<file path="config.mk">
export PLATFORM = sky130hd
export DESIGN_NAME = uart_rx
export DESIGN_NICKNAME = d
export VERILOG_FILES = /design/src/rtl/uart_rx.sv
export SDC_FILE = /design/constraint.sdc
export NUM_CORES = 1
export LEC_CHECK = 0
export CORE_ASPECT_RATIO = 1.25
export CORE_MARGIN = 2
export CORE_UTILIZATION = 36
export DETAILED_ROUTE_END_ITERATION = 8
export PLACE_DENSITY_LB_ADDON = 0.15
export RECOVER_POWER = 50
export SYNTH_ARGS = -nofsm -noshare
export SYNTH_HDL_FRONTEND = slang
export SYNTH_SLANG_ARGS = --single-unit
export TNS_END_PERCENT = 1
</file>
<file path="constraint.sdc">
create_clock -name clk -period 3 [get_ports clk]
set_clock_uncertainty 0.1 [all_clocks]
set_input_delay 0.6 -clock clk [delete_from_list [all_inputs] [get_ports clk]]
set_output_delay 0.6 -clock clk [all_outputs]
set_load 0.01 [all_outputs]
</file>
<file path="src/rtl/uart_rx.sv">
// uart_rx -- 8N1 UART receiver (8E1 when UART_RX_PARITY_EN is defined).
//
// The asynchronous RX pin passes through a two-flop synchroniser. Each bit
// is then sampled once at mid-bit: the start bit is confirmed half a bit
// after its falling edge, and every later bit is taken one full bit period
// after the previous sample.
//
// Ports:
//   clk              system clock
//   rst              synchronous, active-high reset
//   i_RX_Serial      asynchronous serial line, idle high
//   o_RX_DV          one-cycle strobe: o_RX_Byte is valid
//   o_RX_Byte        last received byte, held until the next DV
//   o_RX_Active      high while a frame is being received
//   o_RX_Frame_Err   one-cycle strobe: stop bit sampled low
//   o_RX_Parity_Err  one-cycle strobe: even-parity mismatch
//                    (present only when UART_RX_PARITY_EN is defined)
//
// Optional feature macro: UART_RX_PARITY_EN
//   Inserts an even-parity bit between the data and the stop bit.
module uart_rx #(
  parameter int FPGA_clk_freq = 50000000,
  parameter int baudrate      = 115200
) (
  input  logic       clk,
  input  logic       rst,
  input  logic       i_RX_Serial,
  output logic       o_RX_DV,
  output logic [7:0] o_RX_Byte,
  output logic       o_RX_Active,
`ifdef UART_RX_PARITY_EN
  output logic       o_RX_Frame_Err,
  output logic       o_RX_Parity_Err
`else
  output logic       o_RX_Frame_Err
`endif
);

  localparam int CLKS_PER_BIT = FPGA_clk_freq / baudrate;
  localparam int HALF_BIT     = CLKS_PER_BIT / 2;
  localparam int CNT_W        = $clog2(CLKS_PER_BIT);

  localparam logic [CNT_W-1:0] FULL_M1 = CNT_W'(CLKS_PER_BIT - 1);
  localparam logic [CNT_W-1:0] HALF_M1 = CNT_W'(HALF_BIT - 1);

  typedef enum logic [2:0] {
    S_IDLE,
    S_START,
    S_DATA,
`ifdef UART_RX_PARITY_EN
    S_PARITY,
`endif
    S_STOP,
    S_CLEANUP
  } state_t;

  // Synchroniser flops reset high so a reset never looks like a start edge.
  logic             r_rx_meta;
  logic             r_rx_s;

  state_t           r_state,  w_state;
  logic [CNT_W-1:0] r_cnt,    w_cnt;
  logic [2:0]       r_idx,    w_idx;
  logic [7:0]       r_shift,  w_shift;
  logic [7:0]       w_byte;
  logic             w_dv;
  logic             w_active;
  logic             w_fe;
`ifdef UART_RX_PARITY_EN
  logic             r_par,    w_par;
  logic             w_pe;
  logic             w_par_bad;
`endif

  always_ff @(posedge clk) begin
    if (rst) begin
      r_rx_meta <= 1'b1;
      r_rx_s    <= 1'b1;
    end else begin
      r_rx_meta <= i_RX_Serial;
      r_rx_s    <= r_rx_meta;
    end
  end

  always_ff @(posedge clk) begin
    if (rst) begin
      r_state        <= S_IDLE;
      r_cnt          <= '0;
      r_idx          <= '0;
      r_shift        <= '0;
      o_RX_Byte      <= '0;
      o_RX_DV        <= 1'b0;
      o_RX_Active    <= 1'b0;
      o_RX_Frame_Err <= 1'b0;
`ifdef UART_RX_PARITY_EN
      r_par          <= 1'b0;
      o_RX_Parity_Err <= 1'b0;
`endif
    end else begin
      r_state        <= w_state;
      r_cnt          <= w_cnt;
      r_idx          <= w_idx;
      r_shift        <= w_shift;
      o_RX_Byte      <= w_byte;
      o_RX_DV        <= w_dv;
      o_RX_Active    <= w_active;
      o_RX_Frame_Err <= w_fe;
`ifdef UART_RX_PARITY_EN
      r_par          <= w_par;
      o_RX_Parity_Err <= w_pe;
`endif
    end
  end

  always_comb begin
    w_state  = r_state;
    w_cnt    = r_cnt;
    w_idx    = r_idx;
    w_shift  = r_shift;
    w_byte   = o_RX_Byte;
    w_active = o_RX_Active;
    // Strobes default low so each one lasts exactly one cycle.
    w_dv     = 1'b0;
    w_fe     = 1'b0;
`ifdef UART_RX_PARITY_EN
    w_par     = r_par;
    w_pe      = 1'b0;
    w_par_bad = ((^r_shift) != r_par);
`endif

    case (r_state)
      S_IDLE: begin
        w_cnt = '0;
        w_idx = '0;
        if (!r_rx_s) begin
          w_state  = S_START;
          w_active = 1'b1;
        end
      end

      S_START: begin
        if (r_cnt == HALF_M1) begin
          w_cnt = '0;
          if (!r_rx_s) begin
            w_state = S_DATA;
          end else begin
            // Line went back high before mid-bit: a glitch, not a frame.
            w_state  = S_IDLE;
            w_active = 1'b0;
          end
        end else begin
          w_cnt = r_cnt + 1'b1;
        end
      end

      S_DATA: begin
        if (r_cnt == FULL_M1) begin
          w_cnt          = '0;
          w_shift[r_idx] = r_rx_s;
          if (r_idx == 3'd7) begin
            w_idx   = '0;
`ifdef UART_RX_PARITY_EN
            w_state = S_PARITY;
`else
            w_state = S_STOP;
`endif
          end else begin
            w_idx = r_idx + 1'b1;
          end
        end else begin
          w_cnt = r_cnt + 1'b1;
        end
      end

`ifdef UART_RX_PARITY_EN
      S_PARITY: begin
        if (r_cnt == FULL_M1) begin
          w_cnt   = '0;
          w_par   = r_rx_s;
          w_state = S_STOP;
        end else begin
          w_cnt = r_cnt + 1'b1;
        end
      end
`endif

      S_STOP: begin
        if (r_cnt == FULL_M1) begin
          w_cnt   = '0;
          w_state = S_CLEANUP;
          w_fe    = !r_rx_s;
`ifdef UART_RX_PARITY_EN
          w_pe = w_par_bad;
          if (r_rx_s && !w_par_bad) begin
            w_dv   = 1'b1;
            w_byte = r_shift;
          end
`else
          if (r_rx_s) begin
            w_dv   = 1'b1;
            w_byte = r_shift;
          end
`endif
        end else begin
          w_cnt = r_cnt + 1'b1;
        end
      end

      // Leaving here at mid stop bit gives half a bit of slack before the
      // next start edge, so back-to-back frames are never missed.
      S_CLEANUP: begin
        w_active = 1'b0;
        w_state  = S_IDLE;
      end

      default: begin
        w_state  = S_IDLE;
        w_cnt    = '0;
        w_idx    = '0;
        w_active = 1'b0;
      end
    endcase
  end

endmodule

</file>
==> flow_summary.toml, run 1 <==
[yosys]
synth_seq_cells = 36
synthTopCellsByArea = "dfxtp_1 41%, mux2i_1 9.1%, nand2_1 6.0%"
synthDistinctLibCells = 43
ys.flop_type = "dfxtp_1"
netlist.area_leader.share_pct = 40.9
syn_inst = 203
ys_warn_count = 0
synth_top_cell_by_area = "dfxtp_1"
yosysSeqAreaShare_pct = 40.9
netlist_area_mm2 = 0.00176
synth.avg_cell_area_um2 = 8.68
synth_nets = 211
synth-edff-count = 0
async_reset_ff_share_pct = 0

[global_route]
grt_max_degree = 25
grt_pass1_vias = 1436
track_usage_pct = 15.5
antenna_found_initial = 0
grt_overflow_total = 0
grt_pass1_wl_mm = 6.54

[timing]
maxClockFrequency_ghz = 0.407
rsz0062_at_grt = "false"
min_period_ns = 2.46
fin_ws_ns = 0.544
finalMaxSlewViolations = 0
final.period_utilization_pct = 81.9
tns_ns = 0
setup_viol = 0
worst_pin_slew_ns = 1.12
holdWs_ns = 0.319
hold_violations = 0
slew_headroom_pct = 25.1

[power]
sw_frac_of_total_pct = 23.4
p_leak_nw = 0.745
clkPwrFrac_pct = 39.2
ir_drop_v = 0.000254
p_comb_share_pct = 3.9
intPower_mw = 0.654
p_per_area_mw_per_mm2 = 423
seq_power_share_pct = 56.9
p_switching_mw = 0.200
total_power_mw = 0.854

[clock_tree]
post-cts-setup-buffers = 0
htreeDepth = 2
hold_buffers = 0
numCtsBuffers = 5
cts_resized = 0
clk_latency_ns = 0.28
clkTransAtPathRegs_ns = 0.07
cts.sinks = 36
cts_tree = "done"
root_buffer = "clkbuf_8"
clockBufferDepth = 2

[drt]
drt-wirelength-per-cell_um = 13.9
drtIter0Drc = 44
drc_errors = 0
wl_mm = 3.80
drt_first_pass_iters = 4
avgViaCountPerCell = 5.45
vias = 1494
antenna_left = 0

[final_layout]
fin_util_pct = 42.7
final_cells = 274
drive_gt1_share_pct = 8.41
fillers = 497
fin_area_mm2 = 0.00202
diodes = 0
area_growth_pct = 14.7
finalNetCount = 221

[die]
dieHeight_um = 82.2
rows = 28
design.die.area_mm2 = 0.00547
start_util_pct = 37.2
coreArea_mm2 = 0.00473
io_pins = 14
die_w_um = 66.6

[critical_path]
path_cells = "dlygate4sd3_1, clkbuf_1, nor2_1, o21ai_0, a31oi_1"
cp_slowest_cell = "clkbuf_1"
rr_worst_depth = 5
crit_arrival_ns = 2.52
start_kind = "input port"
cp-end-kind = "flip-flop"
r2r_start = "r_state[1]$_SDFFE_PP0P_"
slowest_delay_ns = 0.84
reg2reg_setup_slack_ns = 0.79
path_class = "input port to flip-flop"
cp.required_ns = 3.06
worst_r2r_endpoint = "o_RX_Byte[2]$_SDFFE_PP0P_"
crit_fanout = 24

[place]
dp_slack_ns = 0.913
numPortBuffers = 13
place_area_mm2 = 0.00194
place.gp.congestion = 0.767
dp_hpwl_mm = 2.81
dp.cells = 266

[job]
maxCapViolCount = 0

[worst_hold_path]
hp-class = "flip-flop to flip-flop"
hold_path_depth = 1
hp-start = "r_rx_meta$_SDFF_PP1_"
whs_endpoint = "r_rx_s$_SDFF_PP1_"

[outcome]
status = "completed"
==> power by group through the flow <==
stage | clock [mW] | combinational [mW] | sequential [mW]
after floorplan | 0 | 0.0247 | 0.495
after global placement | 0 | 0.0333 | 0.497
after detailed placement | 0 | 0.0345 | 0.497
after CTS | 0.348 | 0.0345 | 0.486
after global routing | 0.371 | 0.0377 | 0.487
final | 0.335 | 0.0332 | 0.486
==> routing by layer <==
layer  share of wire (%)  up-vias  track usage, %  wire (um)
met3                 4.7        2            3.12        177
met5                   0        -               0          0
met4                0.55        0            5.51         21
li1                    -      750               -          -
met2                  52       39            27.9       1960
met1                  43      703            18.3       1640
==> worst max-delay path by stage <==
| stage | slack [ns] | start | endpoint | depth (start not counted) |
|---|---|---|---|---|
| 6_report | 0.54 | rst | r_idx[0]$_SDFFE_PP0P_ | 5 |
| 5_1_grt | 0.39 | rst | r_idx[0]$_SDFFE_PP0P_ | 5 |
| 4_1_cts | 0.90 | r_cnt[0]$_SDFFE_PP0P_ | r_cnt[3]$_SDFFE_PP0P_ | 6 |
| 3_5_place_dp | 0.91 | r_cnt[0]$_SDFFE_PP0P_ | r_cnt[3]$_SDFFE_PP0P_ | 6 |
| 3_3_place_gp | 1.00 | rst | r_idx[0]$_SDFFE_PP0P_ | 5 |
| 2_1_floorplan | 1.15 | r_cnt[0]$_SDFFE_PP0P_ | r_cnt[3]$_SDFFE_PP0P_ | 6 |
==> layout by cell type, fill, tap and decap left out, types with 6 or more instances in the layout <==
| cell | instances |
|---|---|
| dfxtp_1 | 36 |
| mux2i_1 | 16 |
| nand3_1 | 6 |
| dlygate4sd3_1 | 12 |
| nand2_1 | 28 |
| a21oi_1 | 8 |
| nor2_1 | 16 |
| nand4_1 | 8 |
| nor3_1 | 6 |
==> worst max-delay path, delay by kind of cell <==
family                 cells  cell delay (ns)
AOI/OAI and AO/OA          2             0.26
buffers and inverters      2             1.38
and+or+nand+nor            1             0.28
==> flip-flops by register name, summed over array words and instances, names as in the netlist <==
name	flops
o_RX_Frame_Err	1
r_shift	8
r_rx_meta	1
o_RX_Byte	8
o_RX_DV	1
r_cnt	9
r_rx_s	1
r_state	3
r_idx	3
o_RX_Active	1
==> cell usage after synthesis (2+ instances only) <==
| cell | instances |
|---|---|
| inv_1 | 5 |
| a21boi_0 | 2 |
| o211ai_1 | 2 |
| nor4_1 | 4 |
| nand3_1 | 6 |
| or2_2 | 4 |
| a31oi_1 | 2 |
| nor3b_1 | 3 |
| ha_1 | 5 |
| and2_1 | 2 |
| a21oi_1 | 8 |
| nor2_1 | 16 |
| dfxtp_1 | 36 |
| mux2i_1 | 16 |
| o21a_1 | 5 |
| buf_2 | 3 |
| nand2_1 | 28 |
| nor3_1 | 6 |
| clkbuf_2 | 2 |
| nor2b_1 | 3 |
| nand4_1 | 8 |
| o22ai_1 | 5 |
| clkbuf_1 | 8 |
| o21ai_0 | 5 |
==> layout make-up <==
| cell class | instances | area [um2] | area share [%] |
|---|---|---|---|
| clock buffers | 5 | 68.8 | 3.41 |
| flip-flops and latches | 36 | 721 | 35.7 |
| repair buffers | 17 | 149 | 7.37 |
| inverters | 5 | 18.8 | 0.929 |
| multi-input cells | 148 | 970 | 48.0 |
| clock inverters | 3 | 18.8 | 0.929 |
| well taps | 60 | 75.1 | 3.72 |
==> kinds of logic (layout without fill, tap and decap cells) <==
group	Yosys count	in the layout	share of synthesized area [%]
adders and majority gates	5	5	3.55
DFF	36	36	40.9
buffers and inverters	19	30	4.40
muxes	16	16	9.09
and+or+nand+nor	89	89	26.2
AOI/OAI and AO/OA	38	38	15.8
No activity file was read; power rests on OpenSTA's default activity.
==> run 2: changes to the inputs <==
==> constraint.sdc (replaced) <==
create_clock -name clk -period 2.29 [get_ports clk]
set_clock_uncertainty 0.1 [all_clocks]
set_input_delay 0.458 -clock clk [delete_from_list [all_inputs] [get_ports clk]]
set_output_delay 0.458 -clock clk [all_outputs]
set_load 0.01 [all_outputs]
==> run 2 against run 1 <==
Register-to-register slack got worse by 0.61 ns. Sequential share of layout area fell by 0.37 points. Cell count rose by 0.73%. Clock power rose by 37%. Combinational power rose by 31%. First-iteration DRC count rose by 100%. Highest routed layer unchanged. Non-clock buffer count rose by 2. Power rose by 34%. Die area did not move. Sequential power rose by 31%. Setup slack got worse by 0.36 ns. Global-route usage rose by 1.4 points.
==> flow_summary.toml, run 2 (synthesized netlist as in run 1, its figures left out) <==
[timing]
final.period_utilization_pct = 92.2
slew_headroom_pct = 54.9
finalMaxSlewViolations = 0
rsz0062_at_grt = "false"
min_period_ns = 2.11
maxClockFrequency_ghz = 0.474
tns_ns = 0
setup_viol = 0
holdWs_ns = 0.317
worst_pin_slew_ns = 0.677
hold_violations = 0

[clock_tree]
cts_tree = "done"
clkTransAtPathRegs_ns = 0.08
cts.sinks = 36
numCtsBuffers = 5
post-cts-setup-buffers = 0
clk_latency_ns = 0.29
clockBufferDepth = 2
htreeDepth = 2
root_buffer = "clkbuf_8"

[drt]
avgViaCountPerCell = 5.54
drt-wirelength-per-cell_um = 15.3
drc_errors = 0
drtIter0Drc = 89
antenna_left = 0
vias = 1529
drt_first_pass_iters = 5
wl_mm = 4.22

[place]
dp_hpwl_mm = 3.02
numPortBuffers = 13
place.gp.congestion = 0.815

[critical_path]
crit_arrival_ns = 2.23
cp-end-kind = "flip-flop"
cp.required_ns = 2.41
r2r_start = "r_cnt[0]$_SDFFE_PP0P_"
start_kind = "flip-flop"
rr_worst_depth = 6
path_delay_family = "compound AO/OA/AOI/OAI gates"
reg2reg_setup_slack_ns = 0.18
slowest_delay_ns = 0.63
path_cells = "inv_1, ha_1, nor4b_1, a2111oi_4, o21ai_0, a21oi_1"
path_class = "flip-flop to flip-flop"
crit_buf_inv = 1
crit_fanout = 10
worst_r2r_endpoint = "r_cnt[1]$_SDFFE_PP0P_"
cp_slowest_cell = "a2111oi_4"

[power]
p_leak_nw = 0.753
ir_drop_v = 0.000326
seq_power_share_pct = 55.8
p_per_area_mw_per_mm2 = 559
p_comb_share_pct = 3.8
clkPwrFrac_pct = 40.3
p_switching_mw = 0.280
intPower_mw = 0.861
sw_frac_of_total_pct = 24.6

[final_layout]
drive_gt1_share_pct = 9.72
area_growth_pct = 15.9
final_common_cell = "dfxtp_1"
largest-register = "r_cnt"
largest_reg_flops = 9
finalNetCount = 223
diodes = 0
fillers = 490
layout_common_cells = "36 x dfxtp_1, 28 x nand2_1, 16 x nor2_1, 16 x mux2i_1, 12 x dlygate4sd3_1"
reg_top3 = "r_cnt (9), o_RX_Byte (8), r_shift (8)"

[global_route]
track_usage_pct = 17.0
antenna_found_initial = 0
grt_pass1_wl_mm = 6.98
grt_pass1_vias = 1445
grt_overflow_total = 0
grt_max_degree = 18

[die]
rows = 28
io_pins = 14
start_util_pct = 37.2
coreArea_mm2 = 0.00473
die_w_um = 66.6
dieHeight_um = 82.2
design.die.area_mm2 = 0.00547

[outcome]
status = "completed"

[worst_hold_path]
hp-start = "r_rx_meta$_SDFF_PP1_"
hp-class = "flip-flop to flip-flop"
hold_path_depth = 1
whs_endpoint = "r_rx_s$_SDFF_PP1_"

[job]
maxCapViolCount = 0
run 2: how the worst max path moves through the flow:
stage,slack [ns],end,start,cells past startpoint
after floorplan,0.44,r_cnt[3]$_SDFFE_PP0P_,r_cnt[0]$_SDFFE_PP0P_,6
after global placement,0.22,r_cnt[3]$_SDFFE_PP0P_,r_cnt[0]$_SDFFE_PP0P_,6
after detailed placement,0.20,r_cnt[1]$_SDFFE_PP0P_,r_cnt[0]$_SDFFE_PP0P_,6
after CTS,0.17,r_cnt[1]$_SDFFE_PP0P_,r_cnt[0]$_SDFFE_PP0P_,6
after global routing,0.009,r_cnt[1]$_SDFFE_PP0P_,r_state[0]$_SDFFE_PP0P_,4
final,0.18,r_cnt[1]$_SDFFE_PP0P_,r_cnt[0]$_SDFFE_PP0P_,6
run 2: repair_timing:
item | in CTS | in global routing
hold buffers | 0 | 0
resized for setup | 0 | 0
setup endpoints to repair | 0 | 1
hold endpoints to repair | 0 | 0
run 2: per-stage QoR:
| step | power, mW | utilization (%) | cell area [um2] | setup slack, ns | cells |
|---|---|---|---|---|---|
| floorplan | 0.681 | - | 1760 | 0.441 | 203 |
| global placement | 0.695 | 41.4 | 1960 | 0.220 | 268 |
| detailed placement | 0.696 | 41.4 | 1960 | 0.204 | 268 |
| CTS | 1.16 | 43.4 | 2050 | 0.168 | 276 |
| global route | 1.19 | 43.2 | 2040 | 0.00913 | 276 |
| finish | 1.14 | 43.2 | 2040 | 0.179 | 276 |
run 2: power by group through the flow:
stage / registers, mW / logic (mW) / clock network [mW]
floorplan: 0.649 / 0.0324 / 0
global placement: 0.651 / 0.0435 / 0
detailed placement: 0.652 / 0.0444 / 0
CTS: 0.637 / 0.0445 / 0.482
global route: 0.638 / 0.0483 / 0.505
finish: 0.637 / 0.0436 / 0.460
run 2: metal layers:
layer	track usage (%)	wire length [um]
met5	0	0
met4	6.12	66
met3	4.07	178
met2	28.2	2080
met1	21.4	1890
run 2: area by class of cell:
type	instances	area (um2)	area share, %
Sequential cell	36	721	35.3
Timing Repair Buffer	19	171	8.39
Inverter	5	18.8	0.919
Clock inverter	3	23.8	1.16
Tap cell	60	75.1	3.68
Clock buffer	5	68.8	3.37
Multi-Input combinational cell	148	963	47.2
==> run 3: changes to the inputs <==
--- a/config.mk
+++ b/config.mk
@@ -11,6 +11,7 @@
 export DETAILED_ROUTE_END_ITERATION = 8
 export PLACE_DENSITY_LB_ADDON = 0.15
 export RECOVER_POWER = 50
+export SKIP_CTS_REPAIR_TIMING = 1
 export SYNTH_ARGS = -nofsm -noshare
 export SYNTH_HDL_FRONTEND = slang
 export SYNTH_SLANG_ARGS = --single-unit
==> constraint.sdc (replaced) <==
create_clock -name clk -period 2.45 [get_ports clk]
set_clock_uncertainty 0.1 [all_clocks]
set_input_delay 0.49 -clock clk [delete_from_list [all_inputs] [get_ports clk]]
set_output_delay 0.49 -clock clk [all_outputs]
set_load 0.01 [all_outputs]
==> run 3 against run 2 <==
Sequential share of layout area down 0.065 points. Die area unchanged. Core utilization up 0.079 points. First-iteration DRC count down 33%. Non-clock buffer count down 2. Fmax down 0.88%. Clock power up 13%. Power up 1.3%. Final area up 0.18%. Largest cell class unchanged.
==> flow_summary.toml, run 3 (synthesized netlist as in run 1, its figures left out) <==
[global_route]
grt_overflow_total = 0
track_usage_pct = 17.5
antenna_found_initial = 0
grt_max_degree = 18
grt_pass1_wl_mm = 7.25
grt_pass1_vias = 1534

[timing]
hold_violations = 0
slew_headroom_pct = 52.5
min_period_ns = 2.13
worst_pin_slew_ns = 0.713
maxClockFrequency_ghz = 0.470
final.period_utilization_pct = 86.9
rsz0062_at_grt = "false"
setup_viol = 0
finalMaxSlewViolations = 0
tns_ns = 0

[drt]
vias = 1515
drc_errors = 0
antenna_left = 0
avgViaCountPerCell = 5.53
drt_first_pass_iters = 4
wl_mm = 4.07
drtIter0Drc = 60
drt-wirelength-per-cell_um = 14.9

[final_layout]
drive_gt1_share_pct = 8.88
layout_common_cells = "36 x dfxtp_1, 28 x nand2_1, 16 x nor2_1, 16 x mux2i_1, 12 x dlygate4sd3_1"
largest-register = "r_cnt"
fin_area_mm2 = 0.00205
largest_reg_flops = 9
final_common_cell = "dfxtp_1"
area_growth_pct = 16.1
finalNetCount = 221
fillers = 494
diodes = 0
reg_top3 = "r_cnt (9), o_RX_Byte (8), r_shift (8)"

[die]
design.die.area_mm2 = 0.00547
dieHeight_um = 82.2
coreArea_mm2 = 0.00473
io_pins = 14
die_w_um = 66.6
rows = 28
start_util_pct = 37.2

[outcome]
status = "completed"

[critical_path]
cp.required_ns = 2.55
reg2reg_setup_slack_ns = 0.32
path_class = "flip-flop to flip-flop"
cp-end-kind = "flip-flop"
r2r_start = "r_cnt[0]$_SDFFE_PP0P_"
worst_r2r_endpoint = "r_cnt[3]$_SDFFE_PP0P_"
crit_arrival_ns = 2.23
crit_fanout = 10
rr_worst_depth = 6
start_kind = "flip-flop"

[place]
place.gp.congestion = 0.799
place_area_mm2 = 0.00194
dp_hpwl_mm = 2.96
numPortBuffers = 13

[clock_tree]
clk_latency_ns = 0.29
cts.sinks = 36
numCtsBuffers = 5
clkTransAtPathRegs_ns = 0.07
root_buffer = "clkbuf_8"
htreeDepth = 2
cts_tree = "done"
clockBufferDepth = 2

[power]
p_per_area_mw_per_mm2 = 565
p_leak_nw = 0.756
ir_drop_v = 0.000436

[worst_hold_path]
hold_path_depth = 1
hp-start = "r_rx_meta$_SDFF_PP1_"
hp-class = "flip-flop to flip-flop"
whs_endpoint = "r_rx_s$_SDFF_PP1_"

[job]
maxCapViolCount = 0
-- run 3: routing by layer --
metal	track usage, %	vias to the layer above	routed length [um]
met3	4.47	9	215
met2	30.0	39	2040
met1	20.9	719	1750
li1	-	748	-
met4	6.94	0	70
met5	0	-	0
-- run 3: where the power goes --
group          internal [mW]  switching, mW
registers              0.589        0.00660
logic                 0.0141         0.0265
clock network          0.301          0.218
-- run 3: cell type report --
type,instances,area [um2],share of cell area (%)
timing repair buffer,17,156,7.65
inverter,5,18.8,0.917
sequential,36,721,35.2
clock inverter,3,42.5,2.08
tap,60,75.1,3.67
multi-input combinational,148,963,47.1
clock buffer,5,68.8,3.36
-- run 3: worst max-delay path: stages (launching register included) --
cell,delay (ns)
dfxtp_1,0.40
inv_1,0.09
ha_1,0.20
nor4b_1,0.17
a2111oi_4,0.68
nor2_2,0.12
o41ai_2,0.28
-- run 3: how the worst max path moves through the flow --
stage                             to                   from  slack (ns)  cells past startpoint
2_1_floorplan  r_cnt[3]$_SDFFE_PP0P_  r_cnt[0]$_SDFFE_PP0P_        0.60                      6
3_3_place_gp   r_cnt[3]$_SDFFE_PP0P_  r_cnt[0]$_SDFFE_PP0P_        0.38                      6
3_5_place_dp   r_cnt[3]$_SDFFE_PP0P_  r_cnt[0]$_SDFFE_PP0P_        0.34                      6
4_1_cts        r_cnt[3]$_SDFFE_PP0P_  r_cnt[0]$_SDFFE_PP0P_        0.33                      6
5_1_grt        r_cnt[3]$_SDFFE_PP0P_  r_cnt[0]$_SDFFE_PP0P_        0.17                      6
6_report       r_cnt[3]$_SDFFE_PP0P_  r_cnt[0]$_SDFFE_PP0P_        0.32                      6
-- run 3: metrics by stage --
step,setup slack (ns),power (mW),hold WS (ns),cells,utilization (%)
4_1_cts,0.327,1.17,0.314,274,43.5
3_3_place_gp,0.382,0.649,0.305,266,41.1
3_5_place_dp,0.340,0.651,0.296,266,41.1
5_1_grt,0.167,1.21,0.346,274,43.3
2_1_floorplan,0.601,0.637,0.289,203,-
6_report,0.321,1.16,0.310,274,43.3
